**src/rtl/core_ctrl.sv**
```systemverilog
// Sequencer for one weight-load / activation-stream / psum-drain pass of the MAC array.
// Walks the SRAM, L0 and output-FIFO handshakes and reports completion with a done pulse.
module core_ctrl #(
  parameter int row = 8,
  parameter int col = 8,
  parameter int aw  = 11,
  parameter int nw  = 6
) (
  input  logic          clk,
  input  logic          reset,
  input  logic          start,
  input  logic [aw-1:0] w_base,
  input  logic [aw-1:0] x_base,
  input  logic [nw-1:0] n_act,
  input  logic          ofifo_valid,
  output logic          xmem_rd,
  output logic [aw-1:0] xmem_addr,
  output logic          l0_wr,
  output logic          l0_rd,
  output logic [1:0]    inst,
  output logic          ofifo_rd,
  output logic          pmem_wr,
  output logic [nw-1:0] pmem_addr,
  output logic          busy,
  output logic          done
);

  // Phase counter must cover both the flush length and the largest activation count.
  localparam int flw = $clog2(row + col);
  localparam int cw  = ((nw > flw) ? nw : flw) + 1;

  typedef enum logic [2:0] {
    IDLE   = 3'd0,
    KWR    = 3'd1,
    KRD    = 3'd2,
    KFLUSH = 3'd3,
    XWR    = 3'd4,
    EXEC   = 3'd5,
    DRAIN  = 3'd6,
    FIN    = 3'd7
  } state_t;

  state_t        state;
  logic [cw-1:0] cnt;
  logic [nw-1:0] n_lat;
  logic [aw-1:0] x_lat;
  logic [nw-1:0] pop_cnt;

  // Pops follow the FIFO's valid directly so no row is lost waiting a cycle.
  assign ofifo_rd = ofifo_valid && ((state == EXEC) || (state == DRAIN)) && (pop_cnt != n_lat);

  // Pass sequencer with registered strobes set for the state being entered.
  always_ff @(posedge clk) begin
    if (reset) begin
      state     <= IDLE;
      cnt       <= '0;
      n_lat     <= '0;
      x_lat     <= '0;
      pop_cnt   <= '0;
      xmem_rd   <= 1'b0;
      xmem_addr <= '0;
      l0_wr     <= 1'b0;
      l0_rd     <= 1'b0;
      inst      <= 2'b00;
      pmem_wr   <= 1'b0;
      pmem_addr <= '0;
      busy      <= 1'b0;
      done      <= 1'b0;
    end else begin
      l0_wr   <= xmem_rd;
      pmem_wr <= ofifo_rd;
      done    <= 1'b0;
      if (ofifo_rd) pop_cnt <= pop_cnt + nw'(1);
      if (pmem_wr) pmem_addr <= pmem_addr + nw'(1);
      case (state)
        IDLE: begin
          if (start) begin
            x_lat     <= x_base;
            n_lat     <= n_act;
            cnt       <= '0;
            pop_cnt   <= '0;
            pmem_addr <= '0;
            busy      <= 1'b1;
            if (n_act == nw'(0)) begin
              state <= FIN;
              done  <= 1'b1;
            end else begin
              state     <= KWR;
              xmem_rd   <= 1'b1;
              xmem_addr <= w_base;
            end
          end
        end
        KWR: begin
          if (cnt == cw'(col - 1)) begin
            state   <= KRD;
            xmem_rd <= 1'b0;
            l0_rd   <= 1'b1;
            inst    <= 2'b01;
            cnt     <= '0;
          end else begin
            cnt       <= cnt + cw'(1);
            xmem_addr <= xmem_addr + aw'(1);
          end
        end
        KRD: begin
          if (cnt == cw'(col - 1)) begin
            state <= KFLUSH;
            l0_rd <= 1'b0;
            inst  <= 2'b00;
            cnt   <= '0;
          end else begin
            cnt <= cnt + cw'(1);
          end
        end
        KFLUSH: begin
          if (cnt == cw'(row + col - 1)) begin
            state     <= XWR;
            xmem_rd   <= 1'b1;
            xmem_addr <= x_lat;
            cnt       <= '0;
          end else begin
            cnt <= cnt + cw'(1);
          end
        end
        XWR: begin
          // After the last read, one extra cycle lets its data land in L0.
          if (!xmem_rd) begin
            state <= EXEC;
            l0_rd <= 1'b1;
            inst  <= 2'b10;
            cnt   <= '0;
          end else if (cnt == cw'(n_lat) - cw'(1)) begin
            xmem_rd <= 1'b0;
            cnt     <= cnt + cw'(1);
          end else begin
            cnt       <= cnt + cw'(1);
            xmem_addr <= xmem_addr + aw'(1);
          end
        end
        EXEC: begin
          if (cnt == cw'(n_lat) - cw'(1)) begin
            state <= DRAIN;
            l0_rd <= 1'b0;
            inst  <= 2'b00;
            cnt   <= '0;
          end else begin
            cnt <= cnt + cw'(1);
          end
        end
        DRAIN: begin
          if (pmem_wr && (pmem_addr == n_lat - nw'(1))) begin
            state <= FIN;
            done  <= 1'b1;
          end
        end
        FIN: begin
          state <= IDLE;
          busy  <= 1'b0;
        end
        default: begin
          state   <= IDLE;
          xmem_rd <= 1'b0;
          l0_rd   <= 1'b0;
          inst    <= 2'b00;
          busy    <= 1'b0;
        end
      endcase
    end
  end

endmodule

```
**config.mk**
```make
export PLATFORM = sky130hd
export DESIGN_NAME = core_ctrl
export DESIGN_NICKNAME = d
export VERILOG_FILES = /design/src/rtl/core_ctrl.sv
export SDC_FILE = /design/constraint.sdc
export NUM_CORES = 1
export LEC_CHECK = 0
export BUFFER_PORTS_ARGS = -buffer_cell sky130_fd_sc_hd__clkbuf_2
export CORE_ASPECT_RATIO = 1.25
export CORE_MARGIN = 4
export CORE_UTILIZATION = 52
export DETAILED_ROUTE_END_ITERATION = 12
export PLACE_DENSITY = 0.83
export RECOVER_POWER = 25
export SKIP_LAST_GASP = 1
export SYNTH_ARGS = -nofsm -noshare
export SYNTH_HDL_FRONTEND = slang
export SYNTH_SLANG_ARGS = --single-unit
```
**constraint.sdc**
```tcl
create_clock -name clk -period 2.3 [get_ports clk]
set_input_delay 0.23 -clock clk [delete_from_list [all_inputs] [get_ports clk]]
set_output_delay 0.23 -clock clk [all_outputs]
set_load 0.005 [all_outputs]
```
== Yosys cells after proc, flatten, opt, wreduce, memory -nomap -nowiden ==
Index checks and enable logic that the tools add are counted.

* Logic and storage cells: 111
* Output and inout port bits: 26
* Input port bits: 32
* Bits in registers: 58

* Add/subtract/negate cells: 6
* Reductions and logical operators: 18
* Multiplexer cells: 50
* Equal/unequal tests: 23

{| class="wikitable"
|+ Operators with widths
! kind !! count
|-
| 11-bit two-way mux || 6
|-
| 11-bit one-hot mux with 4 select lines || 1
|-
| 6-bit two-way mux || 6
|-
| 7-bit two-way mux || 5
|-
| 7-bit one-hot mux with 5 select lines || 1
|-
| 3-bit two-way mux || 8
|-
| 3-bit one-hot mux with 8 select lines || 1
|-
| 2-bit inequality test (second input constant) || 9
|-
| 7-bit AND reduction || 2
|-
| 1-bit two-way mux || 13
|-
| 6-bit by 1-bit adder with 6-bit output (second input constant) || 2
|-
| 3-bit == test (second input constant) || 4
|-
| 11-bit by 1-bit adder with 11-bit output (second input constant) || 1
|-
| 5-bit AND reduction || 2
|-
| 2-bit two-way mux || 4
|-
| 1-bit one-hot mux with 4 select lines || 2
|-
| 2-bit one-hot mux with 4 select lines || 1
|-
| 4-bit nonzero test || 2
|-
| 7-bit by 1-bit adder with 7-bit output (second input constant) || 1
|-
| 7-bit by 3-bit == test with 1-bit output (second input constant) || 1
|-
| 7-bit by 4-bit == test with 1-bit output (second input constant) || 1
|-
| 7-bit == test || 1
|-
| 6-bit by 1-bit subtractor with 7-bit output (second input constant) || 1
|-
| 3-bit by 2-bit == test with 1-bit output (second input constant) || 2
|-
| 14 further kinds || 20
|}

== Longest topological paths before layout ==
Gate-level depths: netlist of the first run.

* Word-level depth: 7
* Gate-level depth with buffers: 9
* Mapped depth without buffers: 8

== Worst setup path before layout of the first run ==
Ideal clock, no wire load.

* Path type: reg2reg
* Start: reg n_lat[0]
* End: reg xmem_addr[1]
* Clock period less this slack: 2298 ps
* Library setup time: 123 ps
* Path buffers: 1
* Arrival: 2175 ps
* Stages on the path, launching flop included: 10
* Required time: 2177 ps
* Path slack: 2 ps
* Path through: dfxtp_1 buf_2 inv_1 ha_1 nor3b_2 nand3_1 a221oi_2 o21ai_2 o21ai_4 mux2_1

* Longest elaborated chain between the ends: 4

{| class="wikitable"
|+ RTL lines
! element !! RTL line !! source
|-
| from (decl) || 45 || <nowiki>logic [nw-1:0] n_lat;</nowiki>
|-
| from (signal assigned) || 79 || <nowiki>n_lat <= n_act;</nowiki>
|-
| 6-bit by 1-bit subtractor with 7-bit output || 133 || <nowiki>end else if (cnt == cw'(n_lat) - cw'(1)) begin</nowiki>
|-
| 7-bit == test || 133 ||
|-
| 2-bit inequality test (no line) || n/a ||
|-
| 7-bit AND reduction (no line) || n/a ||
|-
| to (signal assigned) || 103 || <nowiki>xmem_addr <= xmem_addr + aw'(1);</nowiki>
|-
| to (signal assigned) || 120 || <nowiki>xmem_addr <= x_lat;</nowiki>
|-
| to (signal assigned) || 138 || <nowiki>xmem_addr <= xmem_addr + aw'(1);</nowiki>
|-
| to (decl) || 17 || <nowiki>output logic [aw-1:0] xmem_addr,</nowiki>
|}

Every way passes these cells.
A chain may end at the register's enable or synchronous reset.

== Final worst setup path of the first run ==
* Start: reg n_lat[2]
* End: reg xmem_addr[3]

The elaborated chain is that of the path after synthesis.

==> flow_results.xml, run 1 <==
<?xml version="1.0" encoding="UTF-8"?>
<metrics>
  <group name="outcome">
    <metric name="outcome" unit="">complete, no violations</metric>
  </group>
  <group name="clocking">
    <metric name="clkSlewWorstSetupHoldPaths" unit="ns">0.06</metric>
    <metric name="cts_tree" unit="">built</metric>
    <metric name="clk_path_buf_depth" unit="">2</metric>
    <metric name="clkSinkCount" unit="">58</metric>
    <metric name="cts_buffers" unit="">9</metric>
    <metric name="clock_tree.root_cell" unit="">sky130_fd_sc_hd__clkbuf_8</metric>
    <metric name="worstSkewPairLatency" unit="ns">0.36</metric>
    <metric name="htree_levels" unit="">3</metric>
  </group>
  <group name="sta">
    <metric name="skew" unit="ns">0.0101</metric>
    <metric name="final.setup.worst_slack" unit="ns">0.0703</metric>
    <metric name="max_freq" unit="MHz">448</metric>
    <metric name="maxSlewViolCount" unit="">0</metric>
    <metric name="timing.final.crit_period" unit="ns">2.23</metric>
    <metric name="grt_setup_unrepaired" unit="">true</metric>
    <metric name="tightestPinTransition" unit="ns">0.461</metric>
    <metric name="slew_headroom" unit="%">69.3</metric>
    <metric name="number_of_endpoints_failing_setup_at_the_final_stage" unit="">0</metric>
    <metric name="hold_viol_final" unit="">0</metric>
    <metric name="timing.final.crit_share" unit="%">96.9</metric>
  </group>
  <group name="cells_and_area">
    <metric name="mostFrequentLayoutCell" unit="">sky130_fd_sc_hd__nand2_1</metric>
    <metric name="mostFrequentLayoutCells" unit="">78 x sky130_fd_sc_hd__nand2_1, 54 x sky130_fd_sc_hd__dfxtp_1, 49 x sky130_fd_sc_hd__clkbuf_2</metric>
    <metric name="postLayoutCoreUtil" unit="%">66.2</metric>
    <metric name="footprint_of_the_multi_input_gates" unit="sq um">2350</metric>
    <metric name="fraction_of_layout_cells_with_a_size_suffix_above_1" unit="%">24.0</metric>
    <metric name="areaGrowthSynthToFinish" unit="%">21.9</metric>
    <metric name="diodes" unit="">0</metric>
    <metric name="final_nets" unit="">590</metric>
    <metric name="area.sequential" unit="sq um">1170</metric>
    <metric name="fillCellCount" unit="">599</metric>
  </group>
  <group name="synthesis">
    <metric name="synth_async_sr_flop_share" unit="%">0</metric>
    <metric name="yosysWarningCount" unit="">0</metric>
    <metric name="synth_simple_gate_area_share" unit="%">25.8</metric>
    <metric name="postSynthAreaPerCell" unit="sq um">7.65</metric>
    <metric name="yosys_register_bits" unit="">58</metric>
    <metric name="ys.flop_type" unit="">sky130_fd_sc_hd__dfxtp_1</metric>
    <metric name="synth_top_family_by_area" unit="">compound AO/OA/AOI/OAI gates</metric>
    <metric name="synth.mux.area_fraction" unit="%">1.17</metric>
    <metric name="postSynthNetCount" unit="">512</metric>
    <metric name="synth_area" unit="sq um">3630</metric>
    <metric name="ys_seq_area_share" unit="%">32.0</metric>
    <metric name="synth_compound_area_share" unit="%">25.9</metric>
    <metric name="share_of_the_synthesized_netlist_area_taken_by_xor_and_xnor_gates" unit="%">8.58</metric>
    <metric name="postSynthCellCount" unit="">475</metric>
    <metric name="number_of_synthesized_flops_with_an_enable_pin" unit="">0</metric>
    <metric name="synthDistinctLibCells" unit="">70</metric>
    <metric name="synth_adder_area_share" unit="%">1.72</metric>
  </group>
  <group name="worst_setup_path">
    <metric name="cp.arrival" unit="ns">2.47</metric>
    <metric name="timing.setup.critical_path_class" unit="">register to register</metric>
    <metric name="cp_top_family" unit="">compound AO/OA/AOI/OAI gates</metric>
    <metric name="timing.critical_path.slowest_stage_cell" unit="">sky130_fd_sc_hd__dfxtp_1</metric>
    <metric name="worstPathCellList" unit="">nor3_1, or3_1, a311oi_2, o21a_2, nor3_1, o221a_2</metric>
    <metric name="critPathCaptureType" unit="">register</metric>
    <metric name="timing.critical_path.slowest_cell_delay" unit="ns">0.58</metric>
    <metric name="crit_path_max_fanout" unit="">9</metric>
    <metric name="worst_path_most_repeated_cell" unit="">sky130_fd_sc_hd__nor3_1</metric>
    <metric name="critPathLaunchType" unit="">register</metric>
    <metric name="critPathRequiredTime" unit="ns">2.54</metric>
    <metric name="critical_path.n_buffers_inverters" unit="">0</metric>
  </group>
  <group name="power">
    <metric name="power.density_cell_area" unit="nW/um^2">1040</metric>
    <metric name="p_leak" unit="nW">1.76</metric>
    <metric name="vdd_ir_drop_max" unit="mV">0.612</metric>
  </group>
  <group name="detailed_routing">
    <metric name="via_per_inst" unit="">6.04</metric>
    <metric name="routedWlPerCell" unit="microns">16.4</metric>
    <metric name="dr_total_vias" unit="">3898</metric>
    <metric name="remaining_drc_errors" unit="">0</metric>
    <metric name="drt_pre_antenna_iters" unit="">5</metric>
    <metric name="drt_wl_total" unit="microns">10500</metric>
    <metric name="antenna_violating_nets_left" unit="">0</metric>
    <metric name="dr.first_iter.drc_count" unit="">318</metric>
  </group>
  <group name="global_routing">
    <metric name="antenna_found_initial" unit="">0</metric>
    <metric name="first_global_vias" unit="">3733</metric>
    <metric name="grt.total_usage" unit="%">26.7</metric>
    <metric name="overflow" unit="">0</metric>
    <metric name="grt_start_max_net_pins" unit="">43</metric>
    <metric name="grt_first_pass_wirelength" unit="microns">17300</metric>
  </group>
  <group name="placement">
    <metric name="place_congestion" unit="">0.891</metric>
    <metric name="dpl_worst_slack" unit="ns">0.000310</metric>
    <metric name="placement.io_buffers" unit="">57</metric>
    <metric name="dpl.hpwl" unit="microns">7960</metric>
  </group>
  <group name="floorplanning">
    <metric name="die_width" unit="microns">82.8</metric>
    <metric name="ioPinCount" unit="">58</metric>
    <metric name="die-area" unit="sq um">8390</metric>
    <metric name="floorplan.initialDensity" unit="%">54.3</metric>
    <metric name="core.rowCount" unit="">33</metric>
    <metric name="chipHeight" unit="microns">101</metric>
    <metric name="floorplan.core_area" unit="sq um">6690</metric>
  </group>
  <group name="worst_hold_path">
    <metric name="hp-class" unit="">primary input to register</metric>
  </group>
  <group name="run">
    <metric name="max-cap-violations" unit="">0</metric>
  </group>
</metrics>
==> layout make-up <==
cell class / instances / area share [%]
multi-input cells: 375 / 53.0
well taps: 87 / 2.46
flip-flops and latches: 58 / 26.3
clock inverters: 4 / 0.593
clock buffers: 12 / 3.50
repair buffers: 99 / 13.2
inverters: 10 / 0.904
==> stage by stage <==
step	hold slack (ns)	power, W	area [sq um]	cells	TNS [ns]
finish	0.0918	0.00462	4430	645	0
floorplan	0.366	0.00288	3630	475	0
detailed placement	0.456	0.00365	4190	627	0
global placement	0.448	0.00357	4190	627	0
global route	0.0918	0.00494	4430	645	-0.0253
CTS	0.0799	0.00453	4370	643	0
==> cells by family (layout without fill, tap and decap cells) <==
group | Yosys count | count (layout)
flip-flops | 58 | 58
multiplexers | 4 | 4
buffers and inverters | 42 | 125
XOR/XNOR | 34 | 34
adder cells (fa/ha/maj) | 5 | 5
AND/OR/NAND/NOR | 195 | 195
AO/OA/AOI/OAI | 137 | 137
==> cell usage after synthesis, types with 7 or more instances <==
master | number | area share [%]
sky130_fd_sc_hd__a21oi_1 | 48 | 6.6
sky130_fd_sc_hd__buf_2 | 13 | 1.8
sky130_fd_sc_hd__clkbuf_1 | 18 | 1.9
sky130_fd_sc_hd__dfxtp_1 | 58 | 32
sky130_fd_sc_hd__inv_1 | 9 | 0.93
sky130_fd_sc_hd__nand2_1 | 78 | 8.1
sky130_fd_sc_hd__nand3_1 | 13 | 1.8
sky130_fd_sc_hd__nand4_1 | 10 | 1.7
sky130_fd_sc_hd__nor2_1 | 43 | 4.4
sky130_fd_sc_hd__nor2b_1 | 9 | 1.6
sky130_fd_sc_hd__nor3_1 | 7 | 0.96
sky130_fd_sc_hd__o211ai_1 | 8 | 1.7
sky130_fd_sc_hd__o21ai_0 | 19 | 2.6
sky130_fd_sc_hd__o22ai_1 | 8 | 1.4
sky130_fd_sc_hd__xnor2_1 | 9 | 2.2
sky130_fd_sc_hd__xor2_1 | 24 | 5.8
==> worst register-to-register path: cells and delay by family, from the launching register on <==
family           cells  cell delay, ns
AO/OA/AOI/OAI        3            0.85
flip-flops           1            0.58
AND/OR/NAND/NOR      3            0.69
==> path summary, 6_finish.rpt <==
check            start           end  slack (ns)  cells past startpoint
min reg2reg  x_lat[10]     x_lat[10]        0.47                      2
min          x_base[5]      x_lat[5]        0.09                      3
max           n_lat[2]  xmem_addr[3]        0.07                      6
max reg2reg   n_lat[2]  xmem_addr[3]        0.07                      6
==> layer usage <==
metal  global-route usage (%)  part of all wire, %  vias to the layer above
met3                     5.25                  6.0                       47
li1                         -                    -                     1868
met4                     19.0                  5.4                        0
met1                     31.1                   39                     1808
met5                        0                    0                        -
met2                     43.0                   50                      175
==> registers in the layout (all words and copies together) (netlist names) <==
signal / count
x_lat: 11
xmem_addr: 11
cnt: 7
n_lat: 6
pmem_addr: 6
pop_cnt: 6
state: 3
inst: 2
busy: 1
done: 1
l0_rd: 1
l0_wr: 1
pmem_wr: 1
xmem_rd: 1
==> power breakdown <==
part / internal (W) / switching [W]
clock network: 0.000447 / 0.000427
logic: 0.000998 / 0.00127
registers: 0.00121 / 0.000263
==> timing repair <==
action | 4_1_cts | 5_1_grt
endpoints found under the setup margin | 1 | 18
cloned | 0 | 0
endpoints found under the hold margin | 0 | 0
setup buffers | 0 | 2
pin swaps | 0 | 6
hold buffers | 0 | 0
resized for setup | 1 | 15
Power figures use the tool's default switching activity.
==> run 2: changes to the inputs <==
--- a/config.mk
+++ b/config.mk
@@ -5,6 +5,7 @@
 export SDC_FILE = /design/constraint.sdc
 export NUM_CORES = 1
 export LEC_CHECK = 0
+export ABC_AREA = 1
 export BUFFER_PORTS_ARGS = -buffer_cell sky130_fd_sc_hd__clkbuf_2
 export CORE_ASPECT_RATIO = 1.25
 export CORE_MARGIN = 4
==> run 2 against run 1 <==
Cell count rose by 9.0%. Critical endpoint unchanged. Via count is 0.44% lower. Largest cell class unchanged. Synthesized cell count up 15%. Non-clock buffer count fell by 30. Register-to-register slack better by 0.11 ns. Die area up 0.50%. Final area down 4.6%.
==> flow_results.xml, run 2 <==
<?xml version="1.0" encoding="UTF-8"?>
<metrics>
  <group name="cells_and_area">
    <metric name="reg.largest.list" unit="">x_lat (11), xmem_addr (11), cnt (7)</metric>
    <metric name="fillCellCount" unit="">607</metric>
    <metric name="final_nets" unit="">648</metric>
    <metric name="areaGrowthSynthToFinish" unit="%">15.7</metric>
    <metric name="mostFrequentLayoutCells" unit="">104 x sky130_fd_sc_hd__nand2_1, 67 x sky130_fd_sc_hd__inv_1, 63 x sky130_fd_sc_hd__nor2_1</metric>
    <metric name="finish.instance_area" unit="sq um">4230</metric>
    <metric name="mostFrequentLayoutCell" unit="">sky130_fd_sc_hd__nand2_1</metric>
    <metric name="diodes" unit="">0</metric>
    <metric name="fraction_of_layout_cells_with_a_size_suffix_above_1" unit="%">18.5</metric>
  </group>
  <group name="power">
    <metric name="vdd_ir_drop_max" unit="mV">0.735</metric>
    <metric name="power.density_cell_area" unit="nW/um^2">1130</metric>
    <metric name="p_leak" unit="nW">1.93</metric>
  </group>
  <group name="worst_setup_path">
    <metric name="crit_path_max_fanout" unit="">22</metric>
    <metric name="r2r_start" unit="">n_lat[1]</metric>
    <metric name="critPathCaptureType" unit="">register</metric>
    <metric name="cp.arrival" unit="ns">2.39</metric>
    <metric name="critPathLaunchType" unit="">register</metric>
    <metric name="critPathRequiredTime" unit="ns">2.57</metric>
    <metric name="timing.reg2reg.worst_path_depth" unit="">14</metric>
    <metric name="critical_path.reg2reg.endpoint" unit="">xmem_addr[3]</metric>
    <metric name="timing.setup.critical_path_class" unit="">register to register</metric>
    <metric name="reg2reg_slack" unit="ns">0.18</metric>
  </group>
  <group name="sta">
    <metric name="number_of_endpoints_failing_setup_at_the_final_stage" unit="">0</metric>
    <metric name="skew" unit="ns">0.00560</metric>
    <metric name="tightestPinTransition" unit="ns">0.549</metric>
    <metric name="slew_headroom" unit="%">63.2</metric>
    <metric name="tns" unit="ns">0</metric>
    <metric name="max_freq" unit="MHz">471</metric>
    <metric name="hold_viol_final" unit="">0</metric>
    <metric name="timing.final.crit_period" unit="ns">2.12</metric>
    <metric name="maxSlewViolCount" unit="">0</metric>
    <metric name="grt_setup_unrepaired" unit="">false</metric>
    <metric name="timing.final.crit_share" unit="%">92.3</metric>
  </group>
  <group name="synthesis">
    <metric name="share_of_the_synthesized_netlist_area_taken_by_xor_and_xnor_gates" unit="%">2.64</metric>
    <metric name="yosysWarningCount" unit="">0</metric>
    <metric name="postSynthAreaPerCell" unit="sq um">6.69</metric>
    <metric name="synthDominantAreaCellType" unit="">sky130_fd_sc_hd__dfxtp_1</metric>
    <metric name="synth_common_cells" unit="">104 x sky130_fd_sc_hd__nand2_1, 67 x sky130_fd_sc_hd__inv_1, 63 x sky130_fd_sc_hd__nor2_1</metric>
    <metric name="synth_compound_area_share" unit="%">15.1</metric>
    <metric name="synth_adder_area_share" unit="%">1.71</metric>
    <metric name="most_repeated_cell_in_the_gate_level_netlist_after_synthesis" unit="">sky130_fd_sc_hd__nand2_1</metric>
    <metric name="synthDistinctLibCells" unit="">45</metric>
    <metric name="synth_async_sr_flop_share" unit="%">0</metric>
    <metric name="netlist_top_cells_area" unit="">sky130_fd_sc_hd__dfxtp_1 32%, sky130_fd_sc_hd__nand2_1 11%, sky130_fd_sc_hd__nand3_1 7.5%</metric>
    <metric name="ys_seq_area_share" unit="%">31.8</metric>
    <metric name="number_of_synthesized_flops_with_an_enable_pin" unit="">0</metric>
    <metric name="synth_simple_gate_area_share" unit="%">37.8</metric>
    <metric name="postSynthNetCount" unit="">583</metric>
    <metric name="postSynthCellCount" unit="">546</metric>
    <metric name="synth.mux.area_fraction" unit="%">0</metric>
    <metric name="synth_top_family_by_area" unit="">simple AND/OR/NAND/NOR gates</metric>
    <metric name="synthDominantCellAreaShare" unit="%">31.8</metric>
    <metric name="yosys_register_bits" unit="">58</metric>
    <metric name="synth_area" unit="sq um">3650</metric>
    <metric name="ys.flop_type" unit="">sky130_fd_sc_hd__dfxtp_1</metric>
  </group>
  <group name="detailed_routing">
    <metric name="routedWlPerCell" unit="microns">13.9</metric>
    <metric name="antenna_violating_nets_left" unit="">0</metric>
    <metric name="drt_wl_total" unit="microns">9790</metric>
    <metric name="via_per_inst" unit="">5.52</metric>
    <metric name="drt_pre_antenna_iters" unit="">5</metric>
    <metric name="dr.first_iter.drc_count" unit="">271</metric>
    <metric name="dr_total_vias" unit="">3881</metric>
    <metric name="remaining_drc_errors" unit="">0</metric>
  </group>
  <group name="clocking">
    <metric name="postCtsSetupBuffers" unit="">0</metric>
    <metric name="clkSlewWorstSetupHoldPaths" unit="ns">0.07</metric>
    <metric name="clk_path_buf_depth" unit="">2</metric>
    <metric name="worstSkewPairLatency" unit="ns">0.34</metric>
    <metric name="clkSinkCount" unit="">58</metric>
    <metric name="number_of_buffers_inserted_by_hold_repair_at_cts" unit="">0</metric>
    <metric name="cts_buffers" unit="">9</metric>
    <metric name="cts_tree" unit="">built</metric>
    <metric name="htree_levels" unit="">3</metric>
    <metric name="clock_tree.root_cell" unit="">sky130_fd_sc_hd__clkbuf_8</metric>
    <metric name="cts_repair_resize_count" unit="">0</metric>
  </group>
  <group name="global_routing">
    <metric name="overflow" unit="">0</metric>
    <metric name="grt_start_max_net_pins" unit="">30</metric>
    <metric name="grt_first_pass_wirelength" unit="microns">16400</metric>
    <metric name="antenna_found_initial" unit="">0</metric>
    <metric name="grt.total_usage" unit="%">23.8</metric>
    <metric name="first_global_vias" unit="">3675</metric>
  </group>
  <group name="worst_hold_path">
    <metric name="whs_path_depth" unit="">3</metric>
    <metric name="min_from" unit="">x_base[10]</metric>
    <metric name="hp-class" unit="">primary input to register</metric>
    <metric name="timing.hold.worst_endpoint" unit="">x_lat[10]</metric>
  </group>
  <group name="floorplanning">
    <metric name="ioPinCount" unit="">58</metric>
    <metric name="core.rowCount" unit="">33</metric>
    <metric name="die-area" unit="sq um">8440</metric>
    <metric name="floorplan.core_area" unit="sq um">6690</metric>
    <metric name="floorplan.initialDensity" unit="%">54.6</metric>
    <metric name="chipHeight" unit="microns">102</metric>
    <metric name="die_width" unit="microns">83.0</metric>
  </group>
  <group name="placement">
    <metric name="dpl.hpwl" unit="microns">7350</metric>
    <metric name="place_congestion" unit="">0.946</metric>
    <metric name="dpl-instance-area" unit="sq um">4040</metric>
    <metric name="placement.io_buffers" unit="">57</metric>
  </group>
  <group name="run">
    <metric name="max-cap-violations" unit="">0</metric>
  </group>
  <group name="outcome">
    <metric name="outcome" unit="">complete, no violations</metric>
  </group>
</metrics>
-- run 2: changes by cell type after synthesis, moves of 8 or more --
cell,previous run,this run
sky130_fd_sc_hd__a21oi_1,48,37
sky130_fd_sc_hd__buf_2,13,1
sky130_fd_sc_hd__clkbuf_1,18,7
sky130_fd_sc_hd__inv_1,9,67
sky130_fd_sc_hd__nand2_1,78,104
sky130_fd_sc_hd__nand3_1,13,55
sky130_fd_sc_hd__nor2_1,43,63
sky130_fd_sc_hd__nor2b_1,9,0
sky130_fd_sc_hd__o21ai_0,19,32
sky130_fd_sc_hd__o22ai_1,8,0
sky130_fd_sc_hd__xor2_1,24,9
-- run 2: logic make-up after synthesis --
kind of cell | Yosys count
buffers and inverters | 91
XOR/XNOR | 11
AND/OR/NAND/NOR | 286
AO/OA/AOI/OAI | 95
adder cells (fa/ha/maj) | 5
flip-flops | 58
-- run 2: metal layers --
metal	global-route usage (%)	vias to the layer above	part of all wire, %
met5	0	-	0
met4	12.3	0	3.0
met3	5.94	30	7.7
met2	42.3	181	50
met1	26.5	1734	39
li1	-	1936	-
-- run 2: stage by stage --
step / hold slack, ns / worst slack [ns] / util, % / cells / power, W
2_1_floorplan: 0.373 / 0.439 / - / 546 / 0.00317
3_3_place_gp: 0.440 / 0.354 / 60.3 / 687 / 0.00370
3_5_place_dp: 0.441 / 0.256 / 60.3 / 687 / 0.00376
4_1_cts: 0.113 / 0.192 / 63.4 / 703 / 0.00476
5_1_grt: 0.126 / 0.0408 / 63.2 / 703 / 0.00513
6_report: 0.122 / 0.176 / 63.2 / 703 / 0.00476
-- run 2: how the worst max path moves through the flow --
stage                   from           end  slack, ns  cells past startpoint
floorplan           n_lat[0]      state[2]       0.44                     16
global placement    n_lat[1]      state[0]       0.35                     16
detailed placement  n_lat[1]  xmem_addr[3]       0.26                     14
CTS                 state[1]      ofifo_rd       0.19                      6
global route        n_lat[1]  xmem_addr[3]       0.04                     14
finish              n_lat[1]  xmem_addr[3]       0.18                     14
-- run 2: power breakdown --
part	internal, W	switching, W
clock network	0.000558	0.000416
registers	0.00123	0.000223
logic	0.000849	0.00148
-- run 2: final cells by class --
class	instances	area [sq um]	area share [%]
tap	87	109	2.58
clock buffer	12	155	3.67
inverter	76	285	6.75
timing repair buffer	69	372	8.79
clock inverter	4	50.0	1.18
sequential	58	1160	27.5
multi-input combinational	397	2090	49.5
-- run 2: critical path: stages (launching register included) --
cell and delay [ns]:
sky130_fd_sc_hd__dfxtp_1 0.39, sky130_fd_sc_hd__inv_1 0.10, sky130_fd_sc_hd__ha_1 0.27, sky130_fd_sc_hd__inv_1 0.08, sky130_fd_sc_hd__nand2_1 0.07, sky130_fd_sc_hd__nand2_1 0.11, sky130_fd_sc_hd__nand2_1 0.07, sky130_fd_sc_hd__nand2_1 0.09
sky130_fd_sc_hd__nand2_1 0.07, sky130_fd_sc_hd__nor2_2 0.13, sky130_fd_sc_hd__nand4_1 0.13, sky130_fd_sc_hd__nand3_2 0.11, sky130_fd_sc_hd__buf_12 0.18, sky130_fd_sc_hd__o21ai_0 0.10, sky130_fd_sc_hd__a21oi_1 0.14
==> run 3: changes to the inputs <==
--- a/config.mk
+++ b/config.mk
@@ -6,8 +6,8 @@
 export NUM_CORES = 1
 export LEC_CHECK = 0
 export ABC_AREA = 1
-export BUFFER_PORTS_ARGS = -buffer_cell sky130_fd_sc_hd__clkbuf_2
-export CORE_ASPECT_RATIO = 1.25
+export BUFFER_PORTS_ARGS = -buffer_cell sky130_fd_sc_hd__buf_2
+export CAP_MARGIN = 0
 export CORE_MARGIN = 4
 export CORE_UTILIZATION = 52
 export DETAILED_ROUTE_END_ITERATION = 12
==> run 3 against run 2 <==
Cell count is 1.0% higher. Utilization is 0.74 points lower. Routed wire length shrank 0.26%. Sequential power about the same. Fmax decreased by 0.45%. First-iteration DRC count rose by 41%. Non-clock buffer count fell by 2. Worst setup slack got worse by 0.0097 ns. Total power up 1.7%. Combinational power barely moved. Critical endpoint is now ofifo_rd.
==> flow_results.xml, run 3 (synthesis results as in run 2) <==
<?xml version="1.0" encoding="UTF-8"?>
<metrics>
  <group name="outcome">
    <metric name="outcome" unit="">complete, no violations</metric>
  </group>
  <group name="worst_setup_path">
    <metric name="cp.arrival" unit="ns">1.90</metric>
    <metric name="timing.critical_path.slowest_stage_cell" unit="">sky130_fd_sc_hd__dfxtp_1</metric>
    <metric name="critPathRequiredTime" unit="ns">2.07</metric>
    <metric name="critical_path.n_buffers_inverters" unit="">2</metric>
    <metric name="critPathCaptureType" unit="">output port</metric>
    <metric name="crit_path_max_fanout" unit="">9</metric>
    <metric name="worstPathCellList" unit="">nand2_1, nand2_1, and3_1, nand2_1, inv_1, buf_2</metric>
    <metric name="timing.setup.critical_path_class" unit="">register to output port</metric>
    <metric name="cp_top_family" unit="">simple AND/OR/NAND/NOR gates</metric>
    <metric name="worst_path_most_repeated_cell" unit="">sky130_fd_sc_hd__nand2_1</metric>
    <metric name="critPathLaunchType" unit="">register</metric>
    <metric name="timing.critical_path.slowest_cell_delay" unit="ns">0.55</metric>
  </group>
  <group name="sta">
    <metric name="tightestPinTransition" unit="ns">0.705</metric>
    <metric name="maxSlewViolCount" unit="">0</metric>
    <metric name="tns" unit="ns">0</metric>
    <metric name="skew" unit="ns">0.00556</metric>
    <metric name="timing.final.crit_share" unit="%">92.8</metric>
    <metric name="number_of_endpoints_failing_setup_at_the_final_stage" unit="">0</metric>
    <metric name="grt_setup_unrepaired" unit="">false</metric>
    <metric name="hold_viol_final" unit="">0</metric>
    <metric name="max_freq" unit="MHz">469</metric>
    <metric name="timing.final.crit_period" unit="ns">2.13</metric>
    <metric name="slew_headroom" unit="%">52.8</metric>
  </group>
  <group name="clocking">
    <metric name="worstSkewPairLatency" unit="ns">0.35</metric>
    <metric name="clock_tree.root_cell" unit="">sky130_fd_sc_hd__clkbuf_8</metric>
    <metric name="clk_path_buf_depth" unit="">2</metric>
    <metric name="number_of_buffers_inserted_by_hold_repair_at_cts" unit="">0</metric>
    <metric name="clkSinkCount" unit="">58</metric>
    <metric name="cts_tree" unit="">built</metric>
    <metric name="htree_levels" unit="">3</metric>
    <metric name="cts_buffers" unit="">9</metric>
    <metric name="clkSlewWorstSetupHoldPaths" unit="ns">0.07</metric>
  </group>
  <group name="global_routing">
    <metric name="antenna_found_initial" unit="">0</metric>
    <metric name="overflow" unit="">0</metric>
    <metric name="grt.total_usage" unit="%">23.6</metric>
    <metric name="first_global_vias" unit="">3582</metric>
    <metric name="grt_first_pass_wirelength" unit="microns">16200</metric>
    <metric name="grtUsageMet1" unit="%">29.0</metric>
    <metric name="grt_start_max_net_pins" unit="">37</metric>
    <metric name="globalRoute.busiestLayer" unit="">met2</metric>
    <metric name="gr_util_met3" unit="%">4.27</metric>
    <metric name="gr-usage-met2" unit="%">40.4</metric>
  </group>
  <group name="detailed_routing">
    <metric name="dr.first_iter.drc_count" unit="">381</metric>
    <metric name="drt_wl_total" unit="microns">9770</metric>
    <metric name="remaining_drc_errors" unit="">0</metric>
    <metric name="routedWlPerCell" unit="microns">13.8</metric>
    <metric name="via_per_inst" unit="">5.47</metric>
    <metric name="antenna_violating_nets_left" unit="">0</metric>
    <metric name="drt_pre_antenna_iters" unit="">6</metric>
    <metric name="dr_total_vias" unit="">3884</metric>
  </group>
  <group name="power">
    <metric name="p_leak" unit="nW">1.95</metric>
    <metric name="vdd_ir_drop_max" unit="mV">0.572</metric>
    <metric name="power.density_cell_area" unit="nW/um^2">1140</metric>
  </group>
  <group name="floorplanning">
    <metric name="floorplan.initialDensity" unit="%">53.8</metric>
    <metric name="die-area" unit="sq um">8430</metric>
    <metric name="floorplan.core_area" unit="sq um">6790</metric>
    <metric name="ioPinCount" unit="">58</metric>
    <metric name="core.rowCount" unit="">30</metric>
    <metric name="die_width" unit="microns">91.8</metric>
    <metric name="chipHeight" unit="microns">91.8</metric>
  </group>
  <group name="cells_and_area">
    <metric name="fraction_of_layout_cells_with_a_size_suffix_above_1" unit="%">19.4</metric>
    <metric name="finalNonFillerCells" unit="">710</metric>
    <metric name="diodes" unit="">0</metric>
    <metric name="areaGrowthSynthToFinish" unit="%">16.1</metric>
    <metric name="mostFrequentLayoutCell" unit="">sky130_fd_sc_hd__nand2_1</metric>
    <metric name="reg.largest.list" unit="">x_lat (11), xmem_addr (11), cnt (7)</metric>
    <metric name="mostFrequentLayoutCells" unit="">104 x sky130_fd_sc_hd__nand2_1, 67 x sky130_fd_sc_hd__inv_1, 63 x sky130_fd_sc_hd__nor2_1</metric>
    <metric name="final_nets" unit="">646</metric>
  </group>
  <group name="run">
    <metric name="max-cap-violations" unit="">0</metric>
  </group>
  <group name="placement">
    <metric name="place_congestion" unit="">0.919</metric>
    <metric name="dpl_cells" unit="">694</metric>
    <metric name="dpl.hpwl" unit="microns">7270</metric>
    <metric name="placement.io_buffers" unit="">57</metric>
  </group>
  <group name="worst_hold_path">
    <metric name="hp-class" unit="">primary input to register</metric>
  </group>
</metrics>
==> run 3: cell types whose count changed in the layout (fill, tap and decap cells not counted) <==
cell,change
sky130_fd_sc_hd__clkinv_2,+1
sky130_fd_sc_hd__clkbuf_2,-44
sky130_fd_sc_hd__clkbuf_8,-2
sky130_fd_sc_hd__dfxtp_1,-1
sky130_fd_sc_hd__bufinv_16,+1
sky130_fd_sc_hd__buf_2,+49
sky130_fd_sc_hd__clkbuf_1,-6
sky130_fd_sc_hd__buf_4,-2
sky130_fd_sc_hd__clkinv_4,+1
sky130_fd_sc_hd__dfxtp_2,+1
==> run 3: cell type report <==
type | count | area [sq um]
clock buffers | 9 | 124
clock inverters | 7 | 93.8
flip-flops and latches | 58 | 1160
well taps | 96 | 120
fillers | 608 | 2550
inverters | 76 | 285
multi-input cells | 397 | 2090
repair buffers | 67 | 363
==> run 3: what timing repair did <==
item	CTS	global route
setup endpoints to repair	0	2
buffers inserted	0	0
resized for setup	0	1
==> run 3: report_power, final <==
part	internal, W	switching, W
registers	0.00123	0.000246
logic	0.000847	0.00146
clock network	0.000607	0.000442
total	0.00269	0.00215
==> run 3: worst paths after layout <==
path              slack, ns           end  cells after the start        from
setup / recovery       0.17      ofifo_rd                      6    state[1]
hold / removal         0.14     x_lat[10]                      3  x_base[10]
setup reg to reg       0.26  xmem_addr[2]                     14    n_lat[0]
hold reg to reg        0.46      x_lat[2]                      2    x_lat[2]
==> run 3: tightest hold or removal path: stages <==
cell                      delay [ns]
sky130_fd_sc_hd__buf_2          0.10
sky130_fd_sc_hd__nand2_1        0.06
sky130_fd_sc_hd__a21oi_1        0.06
==> run 3: layer usage <==
metal | part of all wire [%] | wire [microns]
met1 | 42 | 4080
met2 | 48 | 4670
met5 | 0 | 0
met3 | 7.7 | 750
met4 | 2.8 | 274
==> run 3: metrics by stage <==
| stage | utilization (%) | worst slack (ns) | hold WS, ns | power (W) | area, sq um |
|---|---|---|---|---|---|
| 6_report | 62.4 | 0.166 | 0.141 | 0.00483 | 4240 |
| 5_1_grt | 62.4 | 0.0191 | 0.161 | 0.00519 | 4240 |
| 4_1_cts | 62.6 | 0.203 | 0.134 | 0.00481 | 4250 |
| 3_5_place_dp | 59.4 | 0.265 | 0.449 | 0.00375 | 4030 |
| 3_3_place_gp | 59.4 | 0.343 | 0.445 | 0.00367 | 4030 |
| 2_1_floorplan | - | 0.439 | 0.373 | 0.00317 | 3650 |
